$ cat config.mk
export PLATFORM = sky130hd
export DESIGN_NAME = dmem_write_buffer
export DESIGN_NICKNAME = d
export VERILOG_FILES = /design/src/rtl/dmem_write_buffer.sv
export SDC_FILE = /design/constraint.sdc
export NUM_CORES = 1
export LEC_CHECK = 0
export CAP_MARGIN = 20
export CORE_UTILIZATION = 42
export CTS_CLUSTER_SIZE = 10
export DETAILED_ROUTE_END_ITERATION = 8
export GPL_TIMING_DRIVEN = 0
export PLACE_DENSITY = 0.69
export SLEW_MARGIN = 20
export SYNTH_ARGS = -nofsm -noshare
export SYNTH_HDL_FRONTEND = slang
export SYNTH_SLANG_ARGS = --single-unit
$ cat constraint.sdc
create_clock -name clk -period 15.74 [get_ports clk]
set_clock_uncertainty 0.2 [all_clocks]
set_input_delay 4.722 -clock clk [delete_from_list [all_inputs] [get_ports clk]]
set_output_delay 4.722 -clock clk [all_outputs]
set_load 0.01 [all_outputs]
$ cat src/rtl/dmem_write_buffer.sv
// -----------------------------------------------------------------------------
// dmem_write_buffer
//
// Posted-store buffer that sits between the core's data port and data memory.
// Stores are queued in a small FIFO and retired to memory on cycles where the
// core is not reading. Loads search the queue, so a load that follows a
// buffered store to the same word observes the new data.
//
// Build option:
//   WB_FORWARD_EN  defined   : a load that hits the queue is served directly
//                              from the newest matching entry, with no stall.
//                  undefined : a load that hits the queue stalls, and the
//                              memory port drains the queue until no matching
//                              entry is left. The load then reads memory.
//
// Ports:
//   clk        rising-edge clock
//   reset      asynchronous, active-low reset
//   cpu_we     core store request
//   cpu_re     core load request (never asserted together with cpu_we)
//   cpu_adr    core byte address; entries match on word bits [WIDTH-1:2]
//   cpu_wd     core store data
//   cpu_rd     load data returned to the core
//   cpu_stall  core must hold its request this cycle
//   mem_we     data memory write enable
//   mem_adr    data memory address
//   mem_wd     data memory write data
//   mem_rd     data memory read data (combinational on mem_adr)
//   mem_ready  data memory accepts the write this cycle
// -----------------------------------------------------------------------------
module dmem_write_buffer #(
    parameter int WIDTH = 32,
    parameter int DEPTH = 4    // power of 2, >= 2
) (
    input  logic             clk,
    input  logic             reset,
    input  logic             cpu_we,
    input  logic             cpu_re,
    input  logic [WIDTH-1:0] cpu_adr,
    input  logic [WIDTH-1:0] cpu_wd,
    output logic [WIDTH-1:0] cpu_rd,
    output logic             cpu_stall,
    output logic             mem_we,
    output logic [WIDTH-1:0] mem_adr,
    output logic [WIDTH-1:0] mem_wd,
    input  logic [WIDTH-1:0] mem_rd,
    input  logic             mem_ready
);

    localparam int PW = $clog2(DEPTH);
    localparam int CW = PW + 1;

    logic [WIDTH-1:0] adr_q  [DEPTH];
    logic [WIDTH-1:0] adr_d  [DEPTH];
    logic [WIDTH-1:0] data_q [DEPTH];
    logic [WIDTH-1:0] data_d [DEPTH];
    logic [PW-1:0]    wr_ptr_q, wr_ptr_d;
    logic [PW-1:0]    rd_ptr_q, rd_ptr_d;
    logic [CW-1:0]    count_q,  count_d;

    logic             hit;
    logic [PW-1:0]    slot;
    logic             load_block;
    logic             drain_own;
    logic             push;
    logic             pop;
`ifdef WB_FORWARD_EN
    logic [WIDTH-1:0] hit_data;
`endif

    // Queue search, walked oldest to newest so the newest match is the last
    // one written and therefore the one that wins.
    // NOTE: every variable assigned in an always_comb gets a default first, so
    // no path can leave it unassigned and infer a latch.
    always_comb begin
        hit  = 1'b0;
        slot = '0;
`ifdef WB_FORWARD_EN
        hit_data = '0;
`endif
        for (int i = 0; i < DEPTH; i++) begin
            slot = rd_ptr_q + PW'(i);
            if ((CW'(i) < count_q) &&
                (adr_q[slot][WIDTH-1:2] == cpu_adr[WIDTH-1:2])) begin
                hit = 1'b1;
`ifdef WB_FORWARD_EN
                hit_data = data_q[slot];
`endif
            end
        end
    end

    // Port ownership, stall and push/pop decisions.
    always_comb begin
`ifdef WB_FORWARD_EN
        load_block = 1'b0;
        cpu_rd     = hit ? hit_data : mem_rd;
`else
        // A load that hits the queue waits and lends the port to the drain.
        load_block = cpu_re & hit;
        cpu_rd     = mem_rd;
`endif
        drain_own = ~cpu_re | load_block;
        mem_we    = drain_own & (count_q != '0);
        mem_adr   = drain_own ? adr_q[rd_ptr_q] : cpu_adr;
        mem_wd    = data_q[rd_ptr_q];
        pop       = mem_we & mem_ready;
        // A full queue still accepts a store when the head retires this cycle.
        cpu_stall = (cpu_we & (count_q == CW'(DEPTH)) & ~pop) | load_block;
        push      = cpu_we & ~cpu_stall;
    end

    // Next-state for storage, pointers and occupancy.
    always_comb begin
        adr_d    = adr_q;
        data_d   = data_q;
        wr_ptr_d = wr_ptr_q;
        rd_ptr_d = rd_ptr_q;
        count_d  = count_q;
        if (push) begin
            adr_d[wr_ptr_q]  = cpu_adr;
            data_d[wr_ptr_q] = cpu_wd;
            wr_ptr_d         = wr_ptr_q + PW'(1);
        end
        if (pop) begin
            rd_ptr_d = rd_ptr_q + PW'(1);
        end
        if (push && !pop) begin
            count_d = count_q + CW'(1);
        end else if (pop && !push) begin
            count_d = count_q - CW'(1);
        end
    end

    // NOTE: sequential state uses non-blocking assignments so every flop
    // samples its _d value from the same pre-edge snapshot.
    always_ff @(posedge clk or negedge reset) begin
        if (!reset) begin
            wr_ptr_q <= '0;
            rd_ptr_q <= '0;
            count_q  <= '0;
            // NOTE: entry storage is cleared on reset as well, so an abandoned
            // store can never reappear through the head or a load search.
            for (int i = 0; i < DEPTH; i++) begin
                adr_q[i]  <= '0;
                data_q[i] <= '0;
            end
        end else begin
            wr_ptr_q <= wr_ptr_d;
            rd_ptr_q <= rd_ptr_d;
            count_q  <= count_d;
            adr_q    <= adr_d;
            data_q   <= data_d;
        end
    end

    // A store and a load in the same cycle is not a legal core request.
    a_no_we_and_re: assert property (@(posedge clk) disable iff (!reset)
        !(cpu_we && cpu_re));

endmodule
; ---- After elaboration in Yosys (flattened, before gate mapping)
; Cells that the tools add are included.
[totals]
ff_bits = 263
input_bits = 101
output_inout_bits = 98
word_cells = 85
[op_classes]
mux = 26
bitwise = 16
n_eq_ne = 5
n_lt_le_gt_ge = 10
reduce_logical = 11
n_addsub = 6
[ops]
columns = cell, count
row1 = 2-to-1 mux 32 bit, 12
row2 = binary-select mux 32 bit (select 2 bit), 5
row3 = bitwise mux 128 bit, 2
row4 = == test 30 bit, 4
row5 = demux 32 bit (select 2 bit), 1
row6 = ">= comparator 3 bit, second input constant", 5
row7 = inverter 2 -> 3 bit, 5
row8 = logical AND 1 bit, 7
row9 = AND 1 bit, 6
row10 = "less-than comparator 1 x 3 -> 1 bit, first input constant", 2
row11 = "less-than comparator 2 x 3 -> 1 bit, first input constant", 2
row12 = 2-to-1 mux 3 bit, 2
row13 = "adder 2 x 1 -> 2 bit, second input constant", 2
row14 = "adder 2 bit, second input constant", 2
row15 = 2-to-1 mux 1 bit, 4
row16 = "adder 3 x 1 -> 3 bit, second input constant", 1
row17 = "== test 3 bit, second input constant", 1
row18 = "less-than comparator 3 x 1 -> 1 bit, second input constant", 1
row19 = inverter 1 bit, 3
row20 = nonzero test 3 bit, 1
row21 = "subtractor 3 x 1 -> 3 bit, second input constant", 1
row22 = zero test 1 bit, 2
row23 = bitwise OR 1 bit, 2
row24 = nonzero test 2 bit, 1

; ---- Longest topological paths before layout
; Gate-level depths: netlist of run 1.
[depth]
ltp_word = 23
depth_mapped = 18
mapped_depth_nobuf = 13

; ---- Worst setup path before layout of run 1
; OpenSTA, ideal clock, no wires.
[synth_timing]
path_type = in2out
from = input port cpu_adr[11]
to = output port mem_adr[23]
path_slack_ns = 3.743
n_path_buf = 2
arrival_time_ns = 7.075
path_stages = 10
t_required_ns = 10.818
cell_sequence = clkbuf_1 -> nand2b_1 -> o32ai_1 -> nor4b_1 -> nand4_1 -> or4b_1 -> o32a_1 -> nand3_4 -> buf_6 -> mux2_1
[synth_via]
elab_chain_cells = 9
word_cells_on_any_way = 15
cone_classes = 4 x eq/ne / 5 x mux / 2 x bitwise / 4 x reduce/logical
[synth_lines]
columns = element, line
row1 = from (decl), 39  ; input logic [WIDTH-1:0] cpu_adr,
row2 = == test 30 bit, 84  ; (adr_q[slot][WIDTH-1:2] == cpu_adr[WIDTH-1:2])) begin
row3 = logical AND 1 bit, 83  ; if ((CW'(i) < count_q) &&
row4 = 2-to-1 mux 1 bit (3 in a row), 83
row5 = 2-to-1 mux 1 bit (*), 83
row6 = AND 1 bit (*), 100  ; load_block = cpu_re & hit;
row7 = bitwise OR 1 bit (*), 103  ; drain_own = ~cpu_re | load_block;
row8 = 2-to-1 mux 32 bit (*), 105  ; mem_adr = drain_own ? adr_q[rd_ptr_q] : cpu_adr;
row9 = to (decl), 44  ; output logic [WIDTH-1:0] mem_adr,
; Mark *: on every way between the ends. The rest lies on a longest branch, timed or not.

; ---- Worst setup path after layout of run 1
[layout_timing]
from = input port cpu_adr[4]
to = output port mem_we
[layout_via]
elab_chain_cells = 9
word_cells_on_any_way = 15
cone_classes = 4 x eq/ne / 4 x mux / 3 x bitwise / 4 x reduce/logical
[layout_lines]
columns = element, line
row1 = == test 30 bit, 84
row2 = logical AND 1 bit, 83
row3 = 2-to-1 mux 1 bit (3 in a row), 83
row4 = 2-to-1 mux 1 bit (*), 83
row5 = AND 1 bit (*), 100
row6 = bitwise OR 1 bit (*), 103
row7 = AND 1 bit (*), 104  ; mem_we = drain_own & (count_q != '0);
row8 = to (decl), 43  ; output logic mem_we,
; Marks and branches as above.

==> flow_summary.rst, run 1 <==
.. list-table::
   :header-rows: 1

   * - Metric
     - Value
   * - Die area
     - 0.06564 mm^2
   * - Count of maximum capacitance violations
     - 0
   * - Die width
     - 256.2 um
   * - Ratio of cells with drive above 1 in the final layout
     - 0.1395
   * - Type of element capturing the critical path
     - primary output
   * - Via count of the routed design
     - 29100
   * - Via density per instance
     - 6.878
   * - Detailed placement HPWL
     - 101100 um
   * - Share of power burned in registers
     - 0.225
   * - Area of the mapped netlist
     - 0.02714 mm^2
   * - CTS tree
     - done
   * - Port Buffers
     - 153
   * - Largest fanout on the critical path
     - 10
   * - H-tree levels
     - 2
   * - Mean routed wirelength per cell
     - 31.39 um
   * - Antenna violation net count after detailed routing
     - 0
   * - Flops & latches, synth
     - 263
   * - Number of cells on the worst hold path
     - 2
   * - Proportion of register bits with asynchronous set or reset after synthesis
     - 1.000
   * - CTS Buffer Depth
     - 3
   * - Post-cts repair resize count
     - 0
   * - Placed cells
     - 4173
   * - Period Utilization, post-route
     - 0.9509
   * - Clock buffer count from CTS
     - 36
   * - Max-slew violations
     - 0
   * - Number of hold-slack violations in the final timing report
     - 0
   * - Number of antenna violations at the first check in global routing
     - 5
   * - Setup-violating endpoint count in the final report
     - 0
   * - Most common cell after layout, fill and taps aside
     - and3_1
   * - Internal power
     - 2.974 mW
   * - Total Routed Length
     - 132800 um
   * - Post-layout minimum cycle time
     - 14.97 ns
   * - First-pass GRT wire length
     - 192000 um
   * - DRC marker count from the first detailed-route iteration
     - 4494
   * - Storage cell area
     - 0.006581 mm^2
   * - EDFF count, synth
     - 0
   * - Worst EP arrival
     - 10.04 ns
   * - All-layer global routing usage
     - 0.3932
   * - CTS sink count
     - 263
   * - Cts-stage hold buffer count
     - 0
   * - Area of the core
     - 0.06343 mm^2
   * - Worst VDD drop
     - 0.09431 mV
   * - Setup CP Type
     - primary input to primary output
   * - Part of the total power dissipated in the clock network
     - 0.139
   * - Post-CTS setup buffer count
     - 0
   * - Leakage
     - 12.46 nW
   * - Leading cell types in the layout, fill and taps excluded
     - 455 x and3_1, 307 x nand2_1, 289 x clkbuf_1
   * - NetSw
     - 3.056 mW
   * - GP Congestion
     - 1.086
   * - Mean instance size in the synthesized netlist
     - 8.558 um^2
   * - Predominant post-synthesis flop cell
     - dfrtp_1
   * - Rel. slew slack
     - 0.2067
   * - Outcome
     - complete, no violations
   * - Multi-input gate area in the final layout
     - 0.01849 mm^2
   * - Net count after synthesis
     - 3281
   * - Synth unique cells
     - 77
   * - Reg2reg path depth
     - 14
   * - Pin count of the biggest net entering global routing
     - 88
   * - Actual slew at the worst max-slew pin
     - 1.190 ns
   * - Post-Syn Instances
     - 3171
   * - Data required time at the worst endpoint
     - 10.82 ns
   * - Net total in the final layout
     - 3475
   * - Path type of the worst min-delay path
     - flop to flop
   * - Switching Fraction
     - 0.5068
   * - Comb pwr share
     - 0.636
   * - Sequential cell area fraction in the yosys report
     - 0.2425
   * - I/O pin count
     - 199
   * - Number of placement rows
     - 92
   * - Final std cells w/o fill
     - 4231
   * - Residual DRC
     - 0
   * - Die span in y
     - 256.2 um
   * - Total power density per cell area
     - 194.8 mW/mm^2
   * - Design Power
     - 6.030 mW
   * - Via count of the first global-routing pass
     - 27240
   * - Setup repair after global routing missed its margin
     - no
   * - Count of fill cells added during filler insertion
     - 6111
   * - Fmax
     - 0.06681 GHz
   * - Root Buffer Master
     - clkbuf_16
   * - Overflow left after global routing
     - 0
   * - Clock latency on the worst-skew pair
     - 0.58 ns
   * - Setup crit start kind
     - primary input
   * - Number of detailed-routing iterations run before antenna repair
     - 7
   * - Initial cell density of the core
     - 0.4279
   * - Clock edge transition at the registers on the reported setup and hold paths
     - 0.06 ns
   * - P&R area growth vs syn
     - 14.08%
   * - Number of warning messages in the yosys log
     - 0
metrics by stage:
| step | TNS, ns | hold WS [ns] | util | worst slack, ns | instance area (um^2) |
|---|---|---|---|---|---|
| floorplan | 0 | 0.3139 | - | 3.743 | 27140 |
| global placement | -758.94 | 0.3387 | 0.4687 | -2.938 | 29730 |
| detailed placement | 0 | 0.3421 | 0.4703 | 0.7351 | 29830 |
| CTS | 0 | 0.3558 | 0.4880 | 0.7060 | 30950 |
| global route | 0 | 0.3816 | 0.4881 | 0.8918 | 30960 |
| finish | 0 | 0.3601 | 0.4881 | 0.7730 | 30960 |
final cells by class:
cell class | instances | share of cell area
Clock buffer | 53 | 0.03443
Antenna cell | 1 | 0.00008083
Buffer | 404 | 0.06458
Clock inverter | 4 | 0.001940
Inverter | 23 | 0.002789
Sequential cell | 263 | 0.2126
Timing Repair Buffer | 156 | 0.05230
Multi-Input combinational cell | 2481 | 0.5971
Tap cell | 846 | 0.03419
worst max-delay path, stage by stage:
cell and delay, ns:
clkdlybuf4s50_1 0.58, clkbuf_1 0.73, xnor2_1 0.16, nor4_1 0.53, nand2_1 0.33, a2111oi_2 0.92
a22o_2 0.46, nor2_2 0.19, buf_6 0.26, buf_6 0.17, a21oi_1 0.34, clkdlybuf4s50_1 0.62
metal layers:
metal  global-route usage  wire length [um]
met1               0.5407             53090
met2               0.5620             54730
met3               0.1162             18020
met4               0.1831              6975
met5                    0                 0
sequential cells by signal, indices dropped and copies added (netlist names):
name	flops
rd_ptr_q	2
adr_q	128
count_q	3
wr_ptr_q	2
data_q	128
synthesized netlist by cell type (8+ instances only):
| master | count | area share |
|---|---|---|
| and3_1 | 455 | 0.10 |
| nand2_1 | 307 | 0.042 |
| clkbuf_1 | 282 | 0.039 |
| nor2b_1 | 279 | 0.064 |
| dfrtp_1 | 263 | 0.24 |
| a211oi_1 | 262 | 0.072 |
| nand3_1 | 241 | 0.044 |
| o211ai_2 | 209 | 0.096 |
| mux2i_1 | 105 | 0.039 |
| xnor2_1 | 85 | 0.027 |
| mux4_2 | 77 | 0.064 |
| o211ai_1 | 54 | 0.015 |
| nor3_1 | 47 | 0.0087 |
| nor2_1 | 46 | 0.0064 |
| buf_4 | 39 | 0.011 |
| buf_6 | 38 | 0.016 |
| or4_1 | 33 | 0.0091 |
| mux2_1 | 32 | 0.013 |
| nand4_1 | 27 | 0.0062 |
| buf_1 | 26 | 0.0036 |
| inv_1 | 23 | 0.0032 |
| a21oi_1 | 21 | 0.0039 |
| o21ai_0 | 20 | 0.0037 |
| mux2_2 | 19 | 0.0079 |
| buf_2 | 17 | 0.0031 |
| nor4_1 | 13 | 0.0030 |
| o22ai_1 | 11 | 0.0025 |
| xor2_1 | 10 | 0.0032 |
| ha_1 | 9 | 0.0041 |
| a22o_1 | 8 | 0.0026 |
power by group through the flow:
stage	Combinational [mW]	Clock, mW	Sequential (mW)
5_1_grt	4.01	0.852	1.37
2_1_floorplan	2.48	0	1.15
4_1_cts	3.70	0.831	1.31
6_report	3.84	0.838	1.36
3_3_place_gp	3.67	0	1.31
3_5_place_dp	3.68	0	1.32
final timing paths:
check | from | endpoint | slack, ns
worst max-delay path | cpu_adr[4] | mem_we | 0.77
worst min-delay path | data_q[118]$_DFFE_PN0P_ | data_q[118]$_DFFE_PN0P_ | 0.36
worst max register to register | rd_ptr_q[1]$_DFFE_PN0P_ | data_q[27]$_DFFE_PN0P_ | 9.93
worst min register to register | data_q[118]$_DFFE_PN0P_ | data_q[118]$_DFFE_PN0P_ | 0.36
max in group asynchronous | reset | data_q[77]$_DFFE_PN0P_ | 10.30
min in group asynchronous | reset | adr_q[110]$_DFFE_PN0P_ | 3.90
cells by family after synthesis:
logic type | Yosys count | share of synthesized area
adder cells (fa/ha/maj) | 9 | 0.004149
flip-flops | 263 | 0.2425
AO/OA/AOI/OAI | 661 | 0.2222
buffers and inverters | 427 | 0.07676
AND/OR/NAND/NOR | 1480 | 0.2984
multiplexers | 236 | 0.1253
XOR/XNOR | 95 | 0.03066
(Power assumes the default switching activity.)
==> run 2, diff against run 1 <==
--- a/config.mk
+++ b/config.mk
@@ -7,10 +7,11 @@
 export LEC_CHECK = 0
 export CAP_MARGIN = 20
 export CORE_UTILIZATION = 42
+export CTS_CLUSTER_DIAMETER = 60
 export CTS_CLUSTER_SIZE = 10
 export DETAILED_ROUTE_END_ITERATION = 8
 export GPL_TIMING_DRIVEN = 0
-export PLACE_DENSITY = 0.69
+export PLACE_DENSITY_LB_ADDON = 0.15
 export SLEW_MARGIN = 20
 export SYNTH_ARGS = -nofsm -noshare
 export SYNTH_HDL_FRONTEND = slang
==> run 2 against run 1 <==
Net effect:
- global-route usage rose by 4.4 points
- setup slack improved by 0.17 ns
- die area did not move
- cell count fell by 0.14%
- fmax rose by 1.2%
- critical path depth did not move
- routed wire length rose by 11%
- non-clock buffer count did not move
- critical path type unchanged
- sequential cell count did not move
- largest cell class unchanged
- power rose by 1.5%
==> flow_summary.rst, run 2 (synthesis results as in run 1) <==
.. list-table::
   :header-rows: 1

   * - Metric
     - Value
   * - Chain of cells forming the critical path
     - clkdlybuf4s50_1, clkbuf_1, inv_1, o221ai_1, o2bb2ai_1, o311ai_1, a2111oi_2, a22oi_1, clkbuf_1, nand2_1, a22o_1, clkdlybuf4s50_1
   * - Total power density per cell area
     - 198.0 mW/mm^2
   * - Via count of the routed design
     - 29620
   * - Via density per instance
     - 7.010
   * - Total Routed Length
     - 147200 um
   * - Post-layout minimum cycle time
     - 14.79 ns
   * - Port Buffers
     - 153
   * - Cts-stage hold buffer count
     - 0
   * - Clock edge transition at the registers on the reported setup and hold paths
     - 0.05 ns
   * - Detailed placement HPWL
     - 113400 um
   * - Root Buffer Master
     - clkbuf_16
   * - Post-CTS setup buffer count
     - 0
   * - Overflow left after global routing
     - 0
   * - Residual DRC
     - 0
   * - CTS sink count
     - 263
   * - Data required time at the worst endpoint
     - 10.82 ns
   * - Reg2reg path depth
     - 13
   * - Via count of the first global-routing pass
     - 29110
   * - Antenna violation net count after detailed routing
     - 0
   * - Worst slack after detailed placement
     - 1.224 ns
   * - Total negative slack
     - 0 ns
   * - GP Congestion
     - 1.055
   * - Max incr delay on CP
     - 0.89 ns
   * - Reg2Reg Launch Point
     - rd_ptr_q[0]$_DFFE_PN0P_
   * - Ratio of cells with drive above 1 in the final layout
     - 0.1397
   * - Final std cells w/o fill
     - 4225
   * - Number of hold-slack violations in the final timing report
     - 0
   * - Destination of the critical timing path
     - cpu_stall
   * - Pin count of the biggest net entering global routing
     - 88
   * - Post-cts repair resize count
     - 0
   * - Worst EP arrival
     - 9.87 ns
   * - Setup crit start kind
     - primary input
   * - Initial cell density of the core
     - 0.4279
   * - Period Utilization, post-route
     - 0.9400
   * - Clock buffer count from CTS
     - 34
   * - Max-slew violations
     - 0
   * - Clock latency on the worst-skew pair
     - 0.55 ns
   * - Path type of the worst min-delay path
     - flop to flop
   * - Type of element capturing the critical path
     - primary output
   * - Fmax
     - 0.06759 GHz
   * - CTS Buffer Depth
     - 3
   * - Outcome
     - complete, no violations
   * - Rel. slew slack
     - 0.1903
   * - Count of maximum capacitance violations
     - 0
   * - Largest regs
     - adr_q: 128 flops, data_q: 128 flops, count_q: 3 flops
   * - Cell type of the slowest stage on the worst timing path
     - a22oi_1
   * - Endpoint of the lowest-slack register-to-register path
     - data_q[29]$_DFFE_PN0P_
   * - Mean routed wirelength per cell
     - 34.85 um
   * - Number of detailed-routing iterations run before antenna repair
     - 6
   * - Setup CP Type
     - primary input to primary output
   * - Setup repair after global routing missed its margin
     - no
   * - Die span in y
     - 256.2 um
   * - Actual slew at the worst max-slew pin
     - 1.181 ns
   * - Largest fanout on the critical path
     - 10
   * - Area of the core
     - 0.06343 mm^2
   * - Placed cells
     - 4173
   * - CTS tree
     - done
   * - All-layer global routing usage
     - 0.4367
   * - I/O pin count
     - 199
   * - Source of the critical timing path
     - cpu_adr[20]
   * - Most common cell after layout, fill and taps aside
     - and3_1
   * - Die area
     - 0.06564 mm^2
   * - Worst VDD drop
     - 0.1116 mV
   * - Net total in the final layout
     - 3473
   * - Die width
     - 256.2 um
   * - P&R area growth vs syn
     - 13.89%
   * - Core occupancy in the finished layout
     - 0.4873
   * - Min setup slack post-route
     - 0.9451 ns
   * - First-pass GRT wire length
     - 209500 um
   * - DRC marker count from the first detailed-route iteration
     - 3752
   * - Number of placement rows
     - 92
   * - H-tree levels
     - 2
   * - Leakage
     - 12.39 nW
   * - Number of antenna violations at the first check in global routing
     - 7
   * - Worst R2R Setup Slack
     - 9.06 ns
   * - Leading cell types in the layout, fill and taps excluded
     - 455 x and3_1, 307 x nand2_1, 287 x clkbuf_1
   * - Setup-violating endpoint count in the final report
     - 0
-- run 2: layout make-up --
cell class              count  area, um^2
fillers                  6039       32520
multi-input cells        2481       18490
flip-flops and latches    263        6581
plain buffers             404        1999
repair buffers            156        1619
well taps                 846        1059
clock buffers              49        1031
inverters                  23       86.33
clock inverters             2       37.54
diodes                      1       2.502
-- run 2: power by group --
group | switching [mW] | total (mW) | internal (mW)
clock network | 0.337 | 0.803 | 0.467
registers | 0.428 | 1.36 | 0.930
logic | 2.39 | 3.96 | 1.56
-- run 2: worst max-delay path, delay by kind of cell --
family	cells	cell delay [ns]
buf+inv	5	2.76
compound gates	6	2.15
simple gates	1	0.22
-- run 2: worst min-delay path by stage --
stage | start | to | cells past startpoint
6_report | data_q[60]$_DFFE_PN0P_ | data_q[60]$_DFFE_PN0P_ | 2
5_1_grt | data_q[114]$_DFFE_PN0P_ | data_q[114]$_DFFE_PN0P_ | 2
4_1_cts | data_q[117]$_DFFE_PN0P_ | data_q[117]$_DFFE_PN0P_ | 2
3_5_place_dp | data_q[117]$_DFFE_PN0P_ | data_q[117]$_DFFE_PN0P_ | 2
3_3_place_gp | data_q[118]$_DFFE_PN0P_ | data_q[118]$_DFFE_PN0P_ | 2
2_1_floorplan | count_q[1]$_DFFE_PN0P_ | count_q[1]$_DFFE_PN0P_ | 2
-- run 2: routing by layer --
| metal | track usage | vias up | wire, um |
|---|---|---|---|
| met4 | 0.3252 | 8 | 12700 |
| met3 | 0.07780 | 549 | 14130 |
| li1 | - | 12240 | - |
| met2 | 0.7124 | 2092 | 68020 |
| met5 | 0 | - | 55 |
| met1 | 0.5141 | 14730 | 52350 |
-- run 2: metrics by stage --
step	area, um^2	hold WS [ns]	power (mW)
after floorplan	27140	0.3139	3.622
after global placement	29730	0.3301	5.064
after detailed placement	29840	0.3425	5.150
after CTS	30900	0.3565	5.953
after global routing	30900	0.3809	6.301
final	30910	0.3603	6.120
